<file path="config.mk">
export PLATFORM = sky130hd
export DESIGN_NAME = sb_tx_serializer
export DESIGN_NICKNAME = d
export VERILOG_FILES = /design/src/rtl/sb_tx_pkg.sv /design/src/rtl/sb_tx_hold_reg.sv /design/src/rtl/sb_tx_serializer.sv
export SDC_FILE = /design/constraint.sdc
export NUM_CORES = 1
export LEC_CHECK = 0
export BUFFER_PORTS_ARGS = -buffer_cell sky130_fd_sc_hd__buf_2
export CAP_MARGIN = 0
export CELL_PAD_IN_SITES_DETAIL_PLACEMENT = 0
export CELL_PAD_IN_SITES_GLOBAL_PLACEMENT = 1
export CORE_MARGIN = 3
export CORE_UTILIZATION = 51
export CTS_CLUSTER_SIZE = 14
export DETAILED_ROUTE_END_ITERATION = 16
export GPL_ROUTABILITY_DRIVEN = 0
export PLACE_DENSITY = 0.91
export SLEW_MARGIN = 10
export SYNTH_ARGS = -nofsm -noshare
export SYNTH_HDL_FRONTEND = slang
export SYNTH_SLANG_ARGS = --single-unit
</file>
<file path="constraint.sdc">
create_clock -name i_clk -period 7.8 [get_ports i_clk]
set_clock_uncertainty 0.1 [all_clocks]
set_input_delay 0.39 -clock i_clk [delete_from_list [all_inputs] [get_ports i_clk]]
set_output_delay 0.39 -clock i_clk [all_outputs]
set_load 0.02 [all_outputs]
</file>
<file path="src/rtl/sb_tx_pkg.sv">
// Shared types and default sizing for the sideband transmit serializer.
package sb_tx_pkg;

    localparam int unsigned SB_PKT_W  = 64;
    localparam int unsigned SB_GAP_UI = 32;

    typedef enum logic [1:0] {
        ST_IDLE  = 2'd0,
        ST_SHIFT = 2'd1,
        ST_GAP   = 2'd2
    } sb_state_e;

endpackage

</file>
<file path="src/rtl/sb_tx_hold_reg.sv">
// One-entry hold buffer for a packet waiting behind the active shifter.
module sb_tx_hold_reg
    import sb_tx_pkg::*;
#(
    parameter int unsigned W = SB_PKT_W
) (
    input  logic         i_clk,
    input  logic         i_rst,
    input  logic         i_load,
    input  logic         i_unload,
    input  logic [W-1:0] i_data,
    input  logic         i_pattern,
    output logic [W-1:0] o_data,
    output logic         o_pattern,
    output logic         o_full
);

    logic [W-1:0] data_q;
    logic         pat_q;
    logic         full_q;
    logic         full_d;

    // A load in the same edge as an unload refills the entry, so it stays full.
    always_comb begin
        full_d = full_q;
        if (i_load) begin
            full_d = 1'b1;
        end else if (i_unload) begin
            full_d = 1'b0;
        end
    end

    always_ff @(posedge i_clk or posedge i_rst) begin
        if (i_rst) begin
            data_q <= '0;
            pat_q  <= 1'b0;
            full_q <= 1'b0;
        end else begin
            full_q <= full_d;
            if (i_load) begin
                data_q <= i_data;
                pat_q  <= i_pattern;
            end
        end
    end

    assign o_data    = data_q;
    assign o_pattern = pat_q;
    assign o_full    = full_q;

endmodule

</file>
<file path="src/rtl/sb_tx_serializer.sv">
// Sideband packet serializer: LSB-first shift-out with forwarded-clock enable,
// idle gap after normal packets and gapless streaming of training patterns.
module sb_tx_serializer
    import sb_tx_pkg::*;
#(
    parameter int unsigned PKT_W  = SB_PKT_W,
    parameter int unsigned GAP_UI = SB_GAP_UI
) (
    input  logic             i_clk,
    input  logic             i_rst,
    input  logic             i_valid,
    input  logic             i_pattern_mode,
    input  logic [PKT_W-1:0] i_data,
    output logic             o_ready,
    output logic             o_txdat_sb,
    output logic             o_txclk_en,
    output logic             o_ser_done,
    output logic             o_busy
);

    localparam int unsigned UI_W  = $clog2(PKT_W);
    localparam int unsigned GAP_W = $clog2(GAP_UI);
    localparam logic [UI_W-1:0]  UI_LAST  = UI_W'(PKT_W - 1);
    localparam logic [GAP_W-1:0] GAP_LAST = GAP_W'(GAP_UI - 1);

    sb_state_e        state_q, state_d;
    logic [PKT_W-1:0] sh_q, sh_d;
    logic             pat_q, pat_d;
    logic [UI_W-1:0]  ui_q, ui_d;
    logic [GAP_W-1:0] gap_q, gap_d;
    logic             txdat_q, txdat_d;
    logic             txen_q, txen_d;
    logic             done_q, done_d;
    logic             busy_q, busy_d;

    logic             accept;
    logic             hold_load;
    logic             hold_unload;
    logic             hold_full;
    logic             hold_full_d;
    logic [PKT_W-1:0] hold_data;
    logic             hold_pat;

    assign accept  = i_valid & ~hold_full;
    assign o_ready = ~hold_full;

    sb_tx_hold_reg #(
        .W (PKT_W)
    ) u_hold (
        .i_clk     (i_clk),
        .i_rst     (i_rst),
        .i_load    (hold_load),
        .i_unload  (hold_unload),
        .i_data    (i_data),
        .i_pattern (i_pattern_mode),
        .o_data    (hold_data),
        .o_pattern (hold_pat),
        .o_full    (hold_full)
    );

    // Next-state, shifter/counter update and registered output values.
    always_comb begin
        state_d     = state_q;
        sh_d        = sh_q;
        pat_d       = pat_q;
        ui_d        = ui_q;
        gap_d       = gap_q;
        txdat_d     = 1'b0;
        txen_d      = 1'b0;
        done_d      = 1'b0;
        hold_load   = accept;
        hold_unload = 1'b0;

        unique case (state_q)
            ST_IDLE: begin
                if (hold_full) begin
                    sh_d        = hold_data;
                    pat_d       = hold_pat;
                    hold_unload = 1'b1;
                    ui_d        = '0;
                    state_d     = ST_SHIFT;
                end else if (accept) begin
                    // Empty hold buffer: the word goes straight into the shifter.
                    sh_d      = i_data;
                    pat_d     = i_pattern_mode;
                    hold_load = 1'b0;
                    ui_d      = '0;
                    state_d   = ST_SHIFT;
                end
            end

            ST_SHIFT: begin
                txdat_d = sh_q[0];
                txen_d  = 1'b1;
                sh_d    = sh_q >> 1;
                ui_d    = ui_q + UI_W'(1);
                if (ui_q == UI_LAST) begin
                    done_d = 1'b1;
                    ui_d   = '0;
                    if (!pat_q) begin
                        gap_d   = '0;
                        state_d = ST_GAP;
                    end else if (hold_full) begin
                        sh_d        = hold_data;
                        pat_d       = hold_pat;
                        hold_unload = 1'b1;
                    end else begin
                        state_d = ST_IDLE;
                    end
                end
            end

            ST_GAP: begin
                gap_d = gap_q + GAP_W'(1);
                if (gap_q == GAP_LAST) begin
                    gap_d = '0;
                    if (hold_full) begin
                        sh_d        = hold_data;
                        pat_d       = hold_pat;
                        hold_unload = 1'b1;
                        ui_d        = '0;
                        state_d     = ST_SHIFT;
                    end else begin
                        state_d = ST_IDLE;
                    end
                end
            end

            default: begin
                state_d = ST_IDLE;
            end
        endcase

        hold_full_d = hold_load | (hold_full & ~hold_unload);
        busy_d      = (state_d != ST_IDLE) | hold_full_d;
    end

    always_ff @(posedge i_clk or posedge i_rst) begin
        if (i_rst) begin
            state_q <= ST_IDLE;
            sh_q    <= '0;
            pat_q   <= 1'b0;
            ui_q    <= '0;
            gap_q   <= '0;
            txdat_q <= 1'b0;
            txen_q  <= 1'b0;
            done_q  <= 1'b0;
            busy_q  <= 1'b0;
        end else begin
            state_q <= state_d;
            sh_q    <= sh_d;
            pat_q   <= pat_d;
            ui_q    <= ui_d;
            gap_q   <= gap_d;
            txdat_q <= txdat_d;
            txen_q  <= txen_d;
            done_q  <= done_d;
            busy_q  <= busy_d;
        end
    end

    assign o_txdat_sb = txdat_q;
    assign o_txclk_en = txen_q;
    assign o_ser_done = done_q;
    assign o_busy     = busy_q;

endmodule

</file>
### Word-level counts from Yosys, hierarchy flattened

Cells that the tools add are included.

* $add $sub $neg: 2
* $mul: 0
* divide/modulo/power cells: 0
* order comparisons: 0
* eq/ne operators: 9
* shift operators: 0
* muxes and demuxes: 47
* bitwise gates (word level): 6
* reductions and logical operators: 8

Operator list (number)
* two-way mux 64 bit: 7
* one-hot mux 64 bit (3 select lines): 1
* two-way mux 6 bit: 5
* two-way mux 1 bit: 20
* one-hot mux 6 bit (3 select lines): 1
* two-way mux 5 bit: 3
* two-way mux 2 bit: 6
* one-hot mux 5 bit (2 select lines): 1
* adder 6 x 1 -> 6 bit, second input constant: 1
* == test 6 bit, second input constant: 1
* != test 2 bit, second input constant: 3
* one-hot mux 1 bit (3 select lines): 2
* one-hot mux 2 bit (3 select lines): 1
* nonzero test 2 bit: 3
* adder 5 x 1 -> 5 bit, second input constant: 1
* == test 5 bit, second input constant: 1
* AND reduction 5 bit: 1
* AND reduction 4 bit: 1
* != test 3 x 2 -> 1 bit, second input constant: 1
* AND reduction 3 bit: 1
* nonzero test 3 bit: 1
* bitwise AND 1 bit: 2
* == test 2 x 1 -> 1 bit, second input constant: 1
* == test 2 bit, second input constant: 1
* other kinds (4): 6

* register bits after elaboration: 148
* bits in latches: 0
* RAM bits: 0
* memory bits (read-only): 0
* input port bits: 68
* word-level logic and storage cells: 84
* memories kept: 0

### Logic depth before layout (Yosys ltp)

* word-level depth: 8
* depth in mapped cells: 10
* gate-level depth less buffers: 7

### Cells and area by module

From an unflattened synthesis, not the netlist that was laid out.

* cell total of the unflattened synthesis: 703
* area total of the unflattened synthesis: 8534.4 um2

By module, submodules not included
* sb_tx_serializer: times used 1, cells each 562, area each 5923.2 um2, seq. area each 2052.0 um2
* sb_tx_hold_reg: times used 1, cells each 141, area each 2611.3 um2, seq. area each 1651.6 um2

### Worst setup path after synthesis

Ideal clock, no wire load.

* path type: reg2reg
* start: register gap_q[0]
* end: register sh_q[0]
* setup time: 0.082 ns
* arrival time: 1.945 ns
* required time: 7.618 ns
* setup slack: 5.673 ns
* cell stages (with the launch flop): 11
* path buffers: 3
* clock period less this slack: 2.127 ns
* path through: dfrtp_1 > ha_1 > and3_1 > ha_1 > and3b_1 > a21o_1 > clkbuf_1 > buf_4 > buf_6 > mux2i_1 > a31oi_1

* cells in the longest elaborated chain, start to end: 3

RTL lines
* start, declared: line sb_tx_serializer.sv:30 `logic [GAP_W-1:0] gap_q, gap_d;`
* start signal, assigned: line sb_tx_serializer.sv:154 `gap_q <= gap_d;`
* == test 5 bit: line sb_tx_serializer.sv:115 `if (gap_q == GAP_LAST) begin`
* != test 2 bit (no line)
* AND reduction 4 bit (no line)
* end signal, assigned: line sb_tx_serializer.sv:141 `sh_q <= '0;`
* end signal, assigned: line sb_tx_serializer.sv:151 `sh_q <= sh_d;`
* end, declared: line sb_tx_serializer.sv:27 `logic [PKT_W-1:0] sh_q, sh_d;`

Every way passes these cells.
A chain may end at the register's enable or synchronous reset.

### Worst setup path after layout

* start: register u_hold.full_q (netlist: u_hold.o_full)
* end: output o_ready

* cells in the longest elaborated chain, start to end: 1

RTL lines
* start, declared: line sb_tx_hold_reg.sv:20 `logic full_q;`
* start signal, assigned: line sb_tx_hold_reg.sv:39 `full_q <= full_d;`
* NOT 1 bit: line sb_tx_serializer.sv:45 `assign o_ready = ~hold_full;`
* end, declared: line sb_tx_serializer.sv:14 `output logic o_ready,`

Every way passes these cells.

==> impl.org <==
** Yosys
- After synthesis the netlist holds a flip-flop and latch count of 148.
- Number of warnings printed during yosys synthesis :: 0
- Number of enable flip-flop cells after synthesis :: 0
- Synth unique cells :: 47
- The number of nets handed over by synthesis was 829.
- Most frequently used flop master after synthesis :: sky130_fd_sc_hd__dfrtp_1
- Averaged over all synthesized cells, the footprint is 10.6 µm².
- Area of the mapped netlist :: 0.00797 mm²
- The cell count after synthesis came out at 753.
- Seq/Total Area, Yosys :: 0.465
- Fraction of registers with async set/reset :: 1.00

** Routing
- Starting DRC count in detailed routing :: 424
- The detailed router placed 5988 vias in this run.
- Routed wire length :: 17900 µm
- Dividing the detail-routed wire length by the instance count gives 17.6 µm.
- In the routed design, unresolved DRC markers number 0.
- Vias per cell :: 5.88
- Detailed Routing Iterations Pass 1 :: 5
- Remaining antenna violation count :: 0

** Die
- From bottom edge to top edge, the die measures 131 µm.
- Site Rows :: 45
- For this configuration, the core starts out at a cell density of 0.522.
- Number of I/O pins :: 73
- Area of the placeable core :: 0.0153 mm²
- The die covers 0.0172 mm².
- Measured along the x axis, the die boundary spans 131 µm.

** Setup path
- For this design, the slowest cell found on the critical path is sky130_fd_sc_hd__clkinv_2.
- Endpoint type of the worst setup path :: output pin
- For this run, the slowest stage of the critical path takes 1.00 ns.
- CP delay by family, top :: buffers and inverters
- CP Max Fanout :: 74
- By startpoint and endpoint, the worst setup path is classified as flip-flop to output pin.
- At the worst endpoint, the required time is 7.31 ns.
- STA classifies the critical path startpoint as a flip-flop.
- Number of buffers and inverters on the critical path :: 3
- Data arrival time of the critical path :: 2.92 ns
- Walking the worst path, the cells encountered are buf_4, clkinv_2, buf_2.

** Clocking
- Clk_lat worst skew :: 0.42 ns
- Counting every sink on the clock net gives 148.
- Clock root buffer master :: sky130_fd_sc_hd__clkbuf_16
- Post-CTS Repair Setup Buffers :: 0
- Gates resized during post-CTS repair numbered 0.
- The number of hold buffers added after CTS was 1.
- Number of CTS-inserted buffers :: 17
- In this run the number of H-tree levels came out at 4.
- Clock slew seen by the registers of the worst setup and hold paths :: 0.06 ns
- TritonCTS built the clock tree.
- Bufs on Longest Clock Path :: 2

** Timing
- Setup violations remaining at the end of the flow were counted as 0.
- The final hold violation count is 0.
- Setup repair after global routing left no endpoint under its margin.
- Worst slew pin tran :: 1.13 ns
- Maximum achievable frequency :: 0.293 GHz
- After routing, the total negative slack on setup checks comes to 0 ns.
- Worst hold slack :: 0.115 ns
- Time the worst path needs with I/O delays and setup :: 3.41 ns
- The total count of max-transition violations in the final report is 0.
- Slew headroom :: 0.247
- Final worst-path cycle share :: 0.437

** Status
- The run finished with clean final reports.

** Job
- The tool flagged a number of max-cap violations equal to 0.

** Global routing
- The number of antenna violations at the first check in global routing was 0.
- Pin count of the biggest net entering global routing :: 80
- The first global-routing pass estimated 29800 µm of wire.
- The via count of the first global-routing pass was 6047.
- For this run the aggregate overflow at the end of global routing stands at 0.
- Across every metal layer, demand over resource in global routing totals 0.217.

** Final layout
- Measured on the finished design, the core utilization comes to 0.587.
- Antenna Diode Count :: 0
- For this run, the post-layout net count is 871.
- In the final layout, the share of cells above drive strength 1 is 0.236.
- Layout-stage area growth over the synthesis result :: 12.4%

** Pwr
- Maximum ir drop on the vdd rail :: 0.165 mV
- Power spread over the standard cell area amounts to 240 mW/mm².
- Leakage power of the design :: 0.00422 µW

** Place
- The HPWL after detailed placement is 10600 µm.
- Buffers on Ports :: 72

** Min path
- The worst hold path belongs to the class input pin to flip-flop.
-- routing by layer --
| layer | up-vias | GRT usage | wire length (µm) |
|---|---|---|---|
| met4 | 0 | 0.0744 | 330 |
| met5 | - | 0 | 0 |
| met1 | 3025 | 0.287 | 7900 |
| met2 | 140 | 0.363 | 8950 |
| li1 | 2799 | - | - |
| met3 | 24 | 0.0390 | 773 |
-- final cells by class --
class	count	area, µm²
Clock inverter	10	128
Fill cell	1281	6300
Inverter	8	36.3
Tap cell	211	264
Timing Repair Buffer	81	430
Sequential cell	148	3700
Clock buffer	22	484
Multi-Input combinational cell	539	3910
-- synthesized netlist by cell type (2+ instances only) --
library cell                 n  share of area
sky130_fd_sc_hd__a21oi_1     7         0.0044
sky130_fd_sc_hd__a31oi_1    64          0.050
sky130_fd_sc_hd__dfrtp_1   148           0.46
sky130_fd_sc_hd__clkbuf_1   27          0.013
sky130_fd_sc_hd__o211ai_1    2         0.0019
sky130_fd_sc_hd__nor2_1      5         0.0024
sky130_fd_sc_hd__nor3_1      4         0.0025
sky130_fd_sc_hd__mux2i_1    66          0.083
sky130_fd_sc_hd__o31ai_1     2         0.0019
sky130_fd_sc_hd__a22o_1      5         0.0055
sky130_fd_sc_hd__inv_1       8         0.0038
sky130_fd_sc_hd__nand3_1     6         0.0038
sky130_fd_sc_hd__o21ai_0     8         0.0050
sky130_fd_sc_hd__buf_6      16          0.023
sky130_fd_sc_hd__mux2_2     67          0.095
sky130_fd_sc_hd__a31o_2      2         0.0022
sky130_fd_sc_hd__a211o_1    63          0.069
sky130_fd_sc_hd__and2_1     67          0.053
sky130_fd_sc_hd__and3_1      3         0.0024
sky130_fd_sc_hd__buf_2       9         0.0057
sky130_fd_sc_hd__nand2_1   132          0.062
sky130_fd_sc_hd__nor2b_1     4         0.0031
sky130_fd_sc_hd__ha_1        8          0.013
sky130_fd_sc_hd__nand2b_1    3         0.0024
sky130_fd_sc_hd__buf_1       5         0.0024
-- kinds of logic after synthesis --
family,Yosys count,share of synthesized area
fa+ha+maj,8,0.0126
buf+inv,66,0.0481
mux,133,0.178
simple gates,235,0.143
compound gates,163,0.154
flops,148,0.465
-- cell usage in the layout, fill, tap and decap left out, types with 8 or more instances in the layout --
cell type / Yosys / layout
sky130_fd_sc_hd__a211o_1: 63 / 63
sky130_fd_sc_hd__a31oi_1: 64 / 64
sky130_fd_sc_hd__and2_1: 67 / 66
sky130_fd_sc_hd__buf_2: 9 / 72
sky130_fd_sc_hd__buf_4: 1 / 8
sky130_fd_sc_hd__clkbuf_16: 0 / 17
sky130_fd_sc_hd__dfrtp_1: 148 / 147
sky130_fd_sc_hd__mux2_2: 67 / 67
sky130_fd_sc_hd__mux2i_1: 66 / 66
sky130_fd_sc_hd__nand2_1: 132 / 132
sky130_fd_sc_hd__o21ai_0: 8 / 8
-- flip-flops by register name (all words and copies together) (netlist names), 2 cells and up --
signal	flops
gap_q	5
sh_q	64
state_q	2
u_hold.o_data	64
ui_q	6
-- metrics by stage --
step	instance area, µm²	cells	power [µW]	worst slack (ns)
floorplan	7970	753	1230	3.33
global placement	8330	986	1290	5.00
detailed placement	8330	986	1320	4.91
CTS	8950	1019	2170	4.69
global route	8960	1019	2250	4.16
finish	8960	1019	2150	4.39
-- power breakdown --
part / switching (µW) / internal [µW] / total (µW)
clock: 313 / 534 / 847
combinational: 124 / 182 / 306
sequential: 92.5 / 905 / 998
total: 530 / 1620 / 2150
-- worst paths after layout --
kind / slack, ns / end / cells past startpoint / startpoint
worst max-delay path: 4.39 / o_ready / 3 / u_hold.o_full$_DFFE_PP0P_
worst min-delay path: 0.11 / u_hold.o_data[7]$_DFFE_PP0P_ / 2 / i_data[7]
worst max register to register: 4.67 / sh_q[18]$_DFFE_PP0P_ / 5 / u_hold.o_full$_DFFE_PP0P_
worst min register to register: 0.42 / u_hold.o_data[21]$_DFFE_PP0P_ / 1 / u_hold.o_data[21]$_DFFE_PP0P_
max in group asynchronous: 5.61 / sh_q[60]$_DFFE_PP0P_ / 4 / i_rst
min in group asynchronous: 0.49 / u_hold.o_data[31]$_DFFE_PP0P_ / 3 / i_rst
(Power assumes the default switching activity.)
